**config.mk**
```make
export PLATFORM = sky130hd
export DESIGN_NAME = attn_inst_sequencer
export DESIGN_NICKNAME = d
export VERILOG_FILES = /design/src/rtl/attn_inst_sequencer.sv
export SDC_FILE = /design/constraint.sdc
export NUM_CORES = 1
export LEC_CHECK = 0
export CAP_MARGIN = 10
export CORE_MARGIN = 4
export CORE_UTILIZATION = 30
export CTS_CLUSTER_SIZE = 24
export DETAILED_ROUTE_END_ITERATION = 16
export GPL_TIMING_DRIVEN = 0
export PLACE_DENSITY = 0.63
export SETUP_SLACK_MARGIN = 0.5
export SLEW_MARGIN = 5
export SYNTH_ARGS = -nofsm -noshare
export SYNTH_HDL_FRONTEND = slang
export SYNTH_SLANG_ARGS = --single-unit
```
**constraint.sdc**
```tcl
create_clock -name clk -period 4.2 [get_ports clk]
set_clock_uncertainty 0.05 [all_clocks]
set_input_delay 0.84 -clock clk [delete_from_list [all_inputs] [get_ports clk]]
set_output_delay 0.84 -clock clk [all_outputs]
set_load 0.02 [all_outputs]
```
**src/rtl/attn_inst_sequencer.sv**
```systemverilog
// attn_inst_sequencer: drives the fullchip instruction word for one attention
// pass (K load, Q/V execute, OFIFO->PMEM drain, PMEM readout). In IDLE the
// host instruction is passed straight through; while busy the sequencer owns
// inst and every output it drives comes from a register.
//
// state   | meaning
// --------+-------------------------------------------------------------
// S_IDLE  | host_inst forwarded, waiting for a start with n in range
// S_LOAD  | col+2 cycles of load, K rows read for c = 1..col
// S_GAP1  | gap cycles of quiet inst after LOAD
// S_EXEC  | n cycles of execute + qmem_rd, qkmem_add = c
// S_GAP2  | gap cycles of quiet inst after EXEC
// S_DRAIN | n cycles of ofifo_rd + pmem_wr, pmem_add = c
// S_READ  | n+1 cycles; PMEM read for c < n, last cycle captures final row
// S_DONE  | one-cycle done pulse, then back to IDLE
module attn_inst_sequencer #(
  parameter logic [7:0] col         = 8'd8,
  parameter logic [7:0] total_cycle = 8'd8,
  parameter logic [9:0] gap         = 10'd10
) (
  input  logic        clk,
  input  logic        reset,
  input  logic        start,
  input  logic        mode,
  input  logic [4:0]  n,
  input  logic [19:0] host_inst,
  output logic [19:0] inst,
  output logic        busy,
  output logic        done,
  output logic        out_valid,
  output logic [4:0]  out_idx
);

  typedef enum logic [2:0] {
    S_IDLE,
    S_LOAD,
    S_GAP1,
    S_EXEC,
    S_GAP2,
    S_DRAIN,
    S_READ,
    S_DONE
  } state_t;

  state_t      state;
  state_t      state_nx;
  logic [9:0]  cnt;
  logic [9:0]  cnt_nx;
  logic [4:0]  n_q;
  logic [4:0]  n_nx;
  logic        mode_q;
  logic        mode_nx;
  logic [19:0] seq_inst_q;
  logic [19:0] seq_inst_nx;
  logic        busy_q;
  logic        done_q;
  logic        out_valid_q;
  logic        out_valid_nx;
  logic [4:0]  out_idx_q;
  logic [4:0]  out_idx_nx;

  logic        accept;
  logic [9:0]  load_last;
  logic [9:0]  gap_last;
  logic [9:0]  n_last;
  logic [9:0]  n_full;
  logic [4:0]  addr_m1;

  // start is only honoured for 1 <= n <= total_cycle; anything else is dropped
  assign accept    = start && (n != 5'd0) && ({3'b000, n} <= total_cycle);
  assign load_last = {2'b00, col} + 10'd1;
  assign gap_last  = gap - 10'd1;
  assign n_full    = {5'b00000, n_q};
  assign n_last    = n_full - 10'd1;
  assign addr_m1   = cnt_nx[4:0] - 5'd1;

  // Next-state and cycle counter; the counter restarts on every state entry
  always_comb begin
    state_nx = state;
    cnt_nx   = cnt + 10'd1;
    n_nx     = n_q;
    mode_nx  = mode_q;
    case (state)
      S_IDLE: begin
        cnt_nx = 10'd0;
        if (accept) begin
          state_nx = S_LOAD;
          n_nx     = n;
          mode_nx  = mode;
        end
      end
      S_LOAD: begin
        if (cnt == load_last) begin
          cnt_nx   = 10'd0;
          state_nx = (gap == 10'd0) ? S_EXEC : S_GAP1;
        end
      end
      S_GAP1: begin
        if (cnt == gap_last) begin
          cnt_nx   = 10'd0;
          state_nx = S_EXEC;
        end
      end
      S_EXEC: begin
        if (cnt == n_last) begin
          cnt_nx   = 10'd0;
          state_nx = (gap == 10'd0) ? S_DRAIN : S_GAP2;
        end
      end
      S_GAP2: begin
        if (cnt == gap_last) begin
          cnt_nx   = 10'd0;
          state_nx = S_DRAIN;
        end
      end
      S_DRAIN: begin
        if (cnt == n_last) begin
          cnt_nx   = 10'd0;
          state_nx = S_READ;
        end
      end
      S_READ: begin
        if (cnt == n_full) begin
          cnt_nx   = 10'd0;
          state_nx = S_DONE;
        end
      end
      S_DONE: begin
        cnt_nx   = 10'd0;
        state_nx = S_IDLE;
      end
      default: begin
        cnt_nx   = 10'd0;
        state_nx = S_IDLE;
      end
    endcase
  end

  // Output decode from the next state/count so the registered outputs line
  // up with the state they describe
  always_comb begin
    seq_inst_nx  = 20'd0;
    out_valid_nx = 1'b0;
    out_idx_nx   = 5'd0;
    case (state_nx)
      S_LOAD: begin
        seq_inst_nx[6] = 1'b1;
        if ((cnt_nx != 10'd0) && (cnt_nx <= {2'b00, col})) begin
          seq_inst_nx[3]     = 1'b1;
          seq_inst_nx[17:13] = addr_m1;
        end
      end
      S_EXEC: begin
        seq_inst_nx[7]     = 1'b1;
        seq_inst_nx[5]     = 1'b1;
        seq_inst_nx[17:13] = cnt_nx[4:0];
      end
      S_DRAIN: begin
        seq_inst_nx[18]   = 1'b1;
        seq_inst_nx[0]    = 1'b1;
        seq_inst_nx[12:8] = cnt_nx[4:0];
      end
      S_READ: begin
        if (cnt_nx < {5'b00000, n_nx}) begin
          seq_inst_nx[1]    = 1'b1;
          seq_inst_nx[12:8] = cnt_nx[4:0];
          seq_inst_nx[19]   = mode_nx;
        end
        // PMEM read data trails the address by one cycle
        if (cnt_nx != 10'd0) begin
          out_valid_nx = 1'b1;
          out_idx_nx   = addr_m1;
        end
      end
      default: begin
      end
    endcase
  end

  // State, counter, latched pass parameters and registered outputs
  always_ff @(posedge clk or negedge reset) begin
    if (!reset) begin
      state       <= S_IDLE;
      cnt         <= 10'd0;
      n_q         <= 5'd0;
      mode_q      <= 1'b0;
      seq_inst_q  <= 20'd0;
      busy_q      <= 1'b0;
      done_q      <= 1'b0;
      out_valid_q <= 1'b0;
      out_idx_q   <= 5'd0;
    end else begin
      state       <= state_nx;
      cnt         <= cnt_nx;
      n_q         <= n_nx;
      mode_q      <= mode_nx;
      seq_inst_q  <= seq_inst_nx;
      busy_q      <= (state_nx != S_IDLE);
      done_q      <= (state_nx == S_DONE);
      out_valid_q <= out_valid_nx;
      out_idx_q   <= out_idx_nx;
    end
  end

  assign inst      = (state == S_IDLE) ? host_inst : seq_inst_q;
  assign busy      = busy_q;
  assign done      = done_q;
  assign out_valid = out_valid_q;
  assign out_idx   = out_idx_q;

endmodule

```
==> results of run 1 <==
-- worst reg2reg max path: cells and delay by family, from the launching register on --
kind	cells	cell delay [ns]
flip-flops	1	0.41
AO/OA/AOI/OAI	4	1.02
AND/OR/NAND/NOR	7	1.51
buffers and inverters	4	0.63
adder cells (fa/ha/maj)	1	0.23
-- cells in the final DEF (no fill, tap or decap), types with 4 or more instances in the layout --
master and n:
nand3_1 7, ha_1 7, clkdlybuf4s50_1 55, nor3_1 6, nor2_1 18, nor2b_1 5, o21ai_0 8, inv_1 14
o31ai_1 4, xor2_1 6, nand4_1 7, dfrtp_1 40, clkbuf_1 9, nor3_2 4, xnor2_1 14, a21oi_1 4
clkbuf_8 5, nand2_1 67, and2_1 5, buf_4 14, and3_1 5
-- layer usage --
layer | routed length [um] | share of wire, % | vias to the layer above | GRT usage (%)
met5 | 0 | 0 | - | 0
met4 | 90 | 1.4 | 0 | 3.89
met3 | 484 | 7.6 | 8 | 2.89
met2 | 2940 | 46 | 66 | 21.4
met1 | 2860 | 45 | 1015 | 17.0
li1 | - | - | 1180 | -
-- cells by family (layout without fill, tap and decap cells) --
group	Yosys count	in the layout	synth area share [%]
simple gates	149	149	28.8
compound gates	43	43	12.8
flops	43	43	40.9
buf+inv	28	107	4.09
xor+xnor	20	20	6.66
fa+ha+maj	9	9	4.28
mux	6	6	2.43
-- layout make-up --
| type | instances | area [um2] |
|---|---|---|
| repair buffers | 71 | 688 |
| multi-input cells | 227 | 1520 |
| plain buffers | 13 | 66.3 |
| clock inverters | 3 | 23.8 |
| fillers | 807 | 4740 |
| inverters | 15 | 56.3 |
| flip-flops and latches | 43 | 1080 |
| clock buffers | 5 | 68.8 |
| well taps | 105 | 131 |
-- cells in the mapped netlist, types with 2 or more instances --
cell type / n / share of area [%]
a211o_1: 2 / 0.67
a21o_1: 2 / 0.57
a21oi_1: 4 / 0.76
a22o_1: 2 / 0.67
a31oi_1: 2 / 0.48
and2_1: 5 / 1.2
and3_1: 5 / 1.2
and4_1: 2 / 0.67
buf_2: 2 / 0.38
clkbuf_1: 11 / 1.6
dfrtp_1: 43 / 41
ha_1: 9 / 4.3
inv_1: 15 / 2.1
mux2_2: 3 / 1.3
mux2i_1: 3 / 1.1
nand2_1: 67 / 9.6
nand2b_1: 2 / 0.48
nand3_1: 7 / 1.3
nand4_1: 7 / 1.7
nor2_1: 21 / 3.0
nor2b_1: 5 / 1.2
nor3_1: 8 / 1.5
nor3_2: 3 / 1.1
nor3b_1: 2 / 0.57
nor4_1: 3 / 0.71
o21a_1: 2 / 0.57
o21ai_0: 9 / 1.7
o31ai_1: 7 / 2.0
or2_2: 2 / 0.48
or3_1: 2 / 0.48
or4_1: 2 / 0.57
xnor2_1: 14 / 4.7
xor2_1: 6 / 2.0
-- repair_timing --
action	in CTS	in global routing
buffers inserted	13	1
setup endpoints to repair	19	26
gates resized for setup	11	8
pin swaps	6	1
-- how the worst max path moves through the flow --
stage,startpoint,to,slack (ns),cells past startpoint
detailed placement,cnt[5],seq_inst_q[11],-0.18,16
CTS,cnt[5],seq_inst_q[19],0.32,16
global route,cnt[5],seq_inst_q[10],0.09,16
finish,cnt[5],seq_inst_q[19],0.29,16
global placement,cnt[5],seq_inst_q[10],-0.16,16
floorplan,cnt[5],seq_inst_q[8],0.36,16
-- per-stage QoR --
stage               setup slack [ns]  area (um2)  cells  hold WS (ns)
floorplan                      0.356        2670    298         0.415
global placement              -0.161        3360    459         0.423
detailed placement            -0.183        3390    460         0.443
CTS                            0.317        3610    481         0.460
global route                  0.0932        3640    482         0.475
finish                         0.290        3640    482         0.456
-- where the power goes --
group | internal, mW | total, mW | switching, mW
Clock | 0.119 | 0.273 | 0.154
Combinational | 0.0256 | 0.0389 | 0.0132
Sequential | 0.414 | 0.414 | 0
-- sequential cells by signal, indices dropped and copies added (netlist names), 3 cells and up --
name        count
seq_inst_q     16
cnt            10
n_q             5
out_idx         5
state           3
==> reports/qor.csv, run 1 <==
metric,value,unit
status,"complete, no violations",
Rows,33,
post-route setup TNS,0,ns
Worst-Margin Slew,0.804,ns
CP Max Fanout,5,
H-Tree Depth,2,
R2R Path Start,cnt[5],
crit path DAT,4.10,ns
async set or reset register ratio after synthesis,100,%
PwrDens,199,mW/mm2
Worst Reg-to-Reg Cells,16,
Slew headroom,46.3,%
Final period util,93.1,%
core area,0.00838,mm2
DR WL/cell,13.2,um
worst path cell trace,or4_4 > buf_6 > a211o_1 > a2111oi_4 > nor3b_2 > nor3_4 > buf_6 > nor2_4 > ha_4 > a211o_1 > buf_4 > nor2b_1 > o31ai_2 > nor4b_4 > buf_4 > and2_1,
"Area growth, synth to finish",38.3,%
Die Area,0.0103,mm2
Pwr Total,0.726,mW
Final ANT Viol Nets,0,
Crit path buffers/inverters,4,
number of global-route vias before repair,2205,
max incr delay on CP,0.53,ns
final core utilization,43.4,%
Fin. Hold Viols,0,
Synthesis Warnings,0,
Synth Register Bits,43,
Achievable Freq,0.256,GHz
number of vias per cell,4.71,
Routed WL,6380,um
CP max stage cell,or4_4,
Max Cap Viol,0,
Min-Delay Path Class,input port to async pin,
CP startpoint kind,flop,
Detailed Route Iter0 Violations,72,
syn_area_per_cell,8.83,um2
Clock transition at path regs,0.09,ns
Total GRT Usage,13.0,%
largest net degree at the start of global routing,24,
"Top FF cell, synth",dfrtp_1,
Mapped Cells,298,
Clk Tree Root Cell,clkbuf_8,
die width,102,um
"Slew Viols, Final",0,
# IOs,57,
fraction of layout cells with a size suffix above 1,16.7,%
Crit Path Class,flop to flop,
Ant. Diodes,0,
first-pass GRT wire length,10700,um
reg2reg end,seq_inst_q[19],
initial antenna violation count,0,
CTS tree,yes,
final setup fails,0,
drt pass-1 iters,4,
DRC violations left,0,
Crit path required time,4.39,ns
Num CTS Buffers,5,
gpl congestion,0.912,
VDD IR max,0.115,mV
"Net count, final",414,
Final HPWL DP,4850,um
Final min period,3.91,ns
Worst-Skew Late Latency,0.30,ns
crit-path leading delay family,simple AND/OR/NAND/NOR gates,
Port Buf Inserts,56,
RSZ-0062 raised after global routing,yes,
Synth cell types,52,
via count,2269,
Die Y,102,um
Worst R2R Setup Slack,0.29,ns
TritonCTS Sinks,43,
register area share after synthesis,40.9,%
number of enable flip-flop cells after synthesis,0,
Synth Cell Area,0.00263,mm2
Setup crit end kind,flop,
total congestion overflow,0,
Syn Nets,336,
CTS max path bufs,2,
Initial Util,31.4,%
Leak,1.59,nW
Hold Buf Count CTS,0,
Power figures use the tool's default switching activity.
==> run 2: changes to the inputs <==
--- a/config.mk
+++ b/config.mk
@@ -11,6 +11,7 @@
 export CTS_CLUSTER_SIZE = 24
 export DETAILED_ROUTE_END_ITERATION = 16
 export GPL_TIMING_DRIVEN = 0
+export MAX_ROUTING_LAYER = met4
 export PLACE_DENSITY = 0.63
 export SETUP_SLACK_MARGIN = 0.5
 export SLEW_MARGIN = 5
==> reports/qor.csv, run 2 (synthesis results as in run 1) <==
metric,value,unit
largest net degree at the start of global routing,24,
first-pass GRT wire length,10700,um
Final ANT Viol Nets,0,
final instance area,0.00364,mm2
Leak,1.59,nW
CTS tree,yes,
"Slew Viols, Final",0,
Die Y,102,um
Worst-Skew Late Latency,0.30,ns
CP startpoint,cnt[5],
H-Tree Depth,2,
"most common cell after layout, fill and taps aside",nand2_1,
worst path cell trace,or4_4 > buf_6 > a211o_1 > a2111oi_4 > nor3b_2 > nor3_4 > buf_6 > nor2_4 > ha_4 > a211o_1 > buf_4 > nor2b_1 > o31ai_2 > nor4b_4 > buf_4 > and2_1,
initial antenna violation count,0,
CP startpoint kind,flop,
die width,102,um
Num CTS Buffers,5,
final setup fails,0,
setup ws final,0.294,ns
RSZ-0062 raised after global routing,yes,
CTS max path bufs,2,
core area,0.00838,mm2
number of global-route vias before repair,2208,
dpl ws,-0.183,ns
Largest register FFs,16,
DRC violations left,0,
fill count,807,
Rows,33,
Die Area,0.0103,mm2
Crit Path Class,flop to flop,
CP max stage cell,or4_4,
DR WL/cell,13.2,um
via count,2284,
Worst Reg-to-Reg Cells,16,
max incr delay on CP,0.53,ns
reg2reg end,seq_inst_q[19],
Max Cap Viol,0,
drt pass-1 iters,4,
CP endpoint,seq_inst_q[19],
Fin. Hold Viols,0,
most flop-heavy register,seq_inst_q,
Clk Tree Root Cell,clkbuf_8,
"Net count, final",414,
Min-Delay Path Class,input port to async pin,
R2R Path Start,cnt[5],
Ant. Diodes,0,
VDD IR max,0.117,mV
post-route setup TNS,0,ns
Port Buf Inserts,56,
"commonest cells after routing, fill and taps aside","nand2_1 (67), clkdlybuf4s50_1 (55), dfrtp_1 (40)",
status,"complete, no violations",
# IOs,57,
Initial Util,31.4,%
Hold Buf Count CTS,0,
CP Max Fanout,5,
Detailed Route Iter0 Violations,67,
Slew headroom,46.0,%
Worst R2R Setup Slack,0.29,ns
"Area growth, synth to finish",38.3,%
crit path DAT,4.10,ns
Final min period,3.91,ns
fraction of layout cells with a size suffix above 1,16.7,%
largest registers,"seq_inst_q x16, cnt x10",
Total GRT Usage,13.3,%
number of vias per cell,4.74,
Achievable Freq,0.256,GHz
Crit path required time,4.39,ns
Final HPWL DP,4850,um
Clock transition at path regs,0.09,ns
PwrDens,199,mW/mm2
Area after DPL,0.00339,mm2
Setup crit end kind,flop,
TritonCTS Sinks,43,
gpl congestion,0.928,
Final period util,93.0,%
Worst-Margin Slew,0.808,ns
total congestion overflow,0,
Routed WL,6370,um
-- run 2: routing by layer --
metal / GRT usage, % / vias to the layer above / wire length (um)
met5: - / - / 0
met3: 2.69 / 10 / 505
met4: 3.89 / 0 / 74
li1: - / 1180 / -
met2: 21.4 / 68 / 2950
met1: 17.0 / 1026 / 2840
-- run 2: repair_timing --
| item | in CTS | in global routing |
|---|---|---|
| setup endpoints to repair | 19 | 26 |
| gates resized for setup | 11 | 8 |
| pin swaps | 6 | 1 |
| gates cloned | 0 | 0 |
| setup buffers | 13 | 1 |
-- run 2: worst min path at each step --
stage | end | slack (ns) | cells past startpoint | from
after detailed placement | mode_q | 0.44 | 1 | mode_q
after CTS | mode_q | 0.46 | 1 | mode_q
after global routing | mode_q | 0.47 | 1 | mode_q
after global placement | mode_q | 0.42 | 1 | mode_q
final | cnt[9] | 0.46 | 1 | reset
after floorplan | mode_q | 0.41 | 1 | mode_q
-- run 2: critical path: cells and delay by family (launching register included) --
| kind | cells | cell delay [ns] |
|---|---|---|
| adder cells (fa/ha/maj) | 1 | 0.23 |
| buffers and inverters | 4 | 0.63 |
| flip-flops | 1 | 0.41 |
| AO/OA/AOI/OAI | 4 | 1.02 |
| AND/OR/NAND/NOR | 7 | 1.50 |
-- run 2: final cells by class --
type                            instances  area (um2)  area share [%]
Clock buffer                            5        68.8            1.89
Tap cell                              105         131            3.61
Clock inverter                          3        23.8           0.653
Buffer                                 13        66.3            1.82
Inverter                               15        56.3            1.55
Timing Repair Buffer                   71         688            18.9
Sequential cell                        43        1080            29.7
Multi-Input combinational cell        227        1520            41.9
-- run 2: power by group --
group / internal, mW / total [mW] / leakage, nW / switching [mW]
clock network: 0.119 / 0.273 / 0.0408 / 0.154
registers: 0.414 / 0.414 / 0.537 / 0
logic: 0.0256 / 0.0388 / 1.01 / 0.0132
-- run 2: per-stage QoR --
stage | utilization [%] | hold WS [ns] | instances | total power [mW]
5_1_grt | 43.4 | 0.475 | 482 | 0.754
2_1_floorplan | - | 0.415 | 298 | 0.424
4_1_cts | 43.1 | 0.460 | 481 | 0.743
3_5_place_dp | 40.4 | 0.443 | 460 | 0.461
3_3_place_gp | 40.1 | 0.423 | 459 | 0.458
6_report | 43.4 | 0.456 | 482 | 0.726
==> run 3: changes to the inputs <==
--- a/config.mk
+++ b/config.mk
@@ -10,9 +10,10 @@
 export CORE_UTILIZATION = 30
 export CTS_CLUSTER_SIZE = 24
 export DETAILED_ROUTE_END_ITERATION = 16
+export GPL_ROUTABILITY_DRIVEN = 1
 export GPL_TIMING_DRIVEN = 0
 export MAX_ROUTING_LAYER = met4
-export PLACE_DENSITY = 0.63
+export PLACE_DENSITY = 0.61
 export SETUP_SLACK_MARGIN = 0.5
 export SLEW_MARGIN = 5
 export SYNTH_ARGS = -nofsm -noshare
==> constraint.sdc (replaced) <==
create_clock -name clk -period 4.5 [get_ports clk]
set_clock_uncertainty 0.05 [all_clocks]
set_input_delay 0.675 -clock clk [delete_from_list [all_inputs] [get_ports clk]]
set_output_delay 0.675 -clock clk [all_outputs]
set_load 0.02 [all_outputs]
==> reports/qor.csv, run 3 (synthesis results as in run 1) <==
metric,value,unit
number of global-route vias before repair,2221,
Switch Pwr,0.147,mW
Post-Layout Cell Count,487,
Total GRT Usage,13.8,%
Final min period,3.84,ns
Min-Delay Path Class,input port to async pin,
Pwr Total,0.722,mW
final core utilization,44.3,%
"Area growth, synth to finish",41.1,%
Sw Ratio,20.4,%
Hold Buf Count CTS,0,
CP endpoint,seq_inst_q[19],
CP startpoint kind,flop,
Routed WL,6460,um
drt pass-1 iters,4,
gpl congestion,0.873,
# IOs,57,
"Slew Viols, Final",0,
Leak,1.64,nW
Final ANT Viol Nets,0,
RSZ-0062 raised after global routing,yes,
CP Max Fanout,3,
"Net count, final",419,
crit path DAT,4.03,ns
post-route setup TNS,0,ns
Setup crit end kind,flop,
reg2reg end,seq_inst_q[19],
dpl ws,-0.0825,ns
largest registers,"seq_inst_q x16, cnt x10",
fraction of layout cells with a size suffix above 1,17.8,%
"most common cell after layout, fill and taps aside",nand2_1,
VDD IR max,0.161,mV
Largest register FFs,16,
Crit path required time,4.69,ns
CP max stage cell,or4_4,
Achievable Freq,0.260,GHz
PwrDens,195,mW/mm2
final setup fails,0,
CTS tree,yes,
CP startpoint,cnt[6],
Worst Reg-to-Reg Cells,16,
Final period util,85.4,%
initial antenna violation count,0,
TritonCTS Sinks,43,
via count,2341,
power share of the combinational group,5.0,%
Slew headroom,41.8,%
Die Area,0.0103,mm2
R2R Path Start,cnt[6],
DRC violations left,0,
first-pass GRT wire length,11100,um
Clk Tree Root Cell,clkbuf_8,
max incr delay on CP,0.53,ns
"commonest cells after routing, fill and taps aside","nand2_1 (67), clkdlybuf4s50_1 (55), dfrtp_1 (40)",
Crit Path Class,flop to flop,
setup ws final,0.658,ns
final instance area,0.00371,mm2
most flop-heavy register,seq_inst_q,
WHS,0.296,ns
core area,0.00838,mm2
Num CTS Buffers,5,
Max Cap Viol,0,
H-Tree Depth,2,
Worst-Skew Late Latency,0.30,ns
Detailed Route Iter0 Violations,101,
Area after DPL,0.00334,mm2
number of vias per cell,4.81,
Rows,33,
Reg power frac,53.4,%
status,"complete, no violations",
Worst R2R Setup Slack,0.66,ns
Final HPWL DP,4880,um
total congestion overflow,0,
DR WL/cell,13.3,um
Ant. Diodes,0,
die width,102,um
Initial Util,31.4,%
placed insts,460,
Clock transition at path regs,0.08,ns
Die Y,102,um
internal power,0.575,mW
largest net degree at the start of global routing,24,
worst path cell trace,or4_4 > buf_6 > a211o_1 > a2111oi_4 > nor3b_2 > nor3_4 > buf_6 > nor2_4 > ha_4 > a211o_1 > o21ai_2 > buf_4 > o31ai_2 > nor4b_4 > buf_4 > and2_4,
Fin. Hold Viols,0,
Port Buf Inserts,56,
Worst-Margin Slew,0.871,ns
Clock Power Share,41.6,%
CTS max path bufs,2,
==> run 3: changes by cell type in the layout (fill, tap and decap cells not counted), sizes merged <==
cell,delta
inv,-1
buf,+5
clkinvlp,-2
clkinv,+2
bufinv,+1
==> run 3: final cells by class <==
class / count / area (um2)
clock inverters: 3 / 43.8
plain buffers: 13 / 63.8
repair buffers: 76 / 729
clock buffers: 5 / 68.8
inverters: 15 / 56.3
multi-input cells: 227 / 1540
fillers: 822 / 4670
flip-flops and latches: 43 / 1080
well taps: 105 / 131
==> run 3: how the worst min path moves through the flow <==
stage                    end  cells past startpoint
floorplan               busy                      0
CTS                     done                      1
global placement      mode_q                      1
detailed placement    mode_q                      1
finish                  done                      1
global route        state[1]                      1
==> run 3: timing repair <==
| item | 4_1_cts | 5_1_grt |
|---|---|---|
| buffers inserted | 15 | 4 |
| endpoints found under the setup margin | 13 | 9 |
| gates resized for setup | 21 | 7 |
| pin swaps | 11 | 7 |
==> run 3: critical path, delay by kind of cell, from the launching register on <==
family / cells / cell delay (ns)
simple gates: 6 / 1.32
fa+ha+maj: 1 / 0.26
flops: 1 / 0.41
compound gates: 5 / 1.15
buf+inv: 4 / 0.60
==> run 3: routing by layer <==
metal / vias up / share of wire (%) / global-route usage, %
met5: - / 0 / -
met4: 0 / 1.1 / 3.48
met3: 6 / 9.2 / 3.24
met2: 77 / 47 / 21.8
met1: 1069 / 42 / 17.8
li1: 1189 / - / -
==> run 3: power groups by stage <==
stage               sequential [mW]  combinational, mW  clock (mW)
global placement              0.394             0.0339           0
finish                        0.386             0.0359       0.300
floorplan                     0.394            0.00148           0
CTS                           0.386             0.0371       0.310
global route                  0.386             0.0399       0.323
detailed placement            0.394             0.0369           0
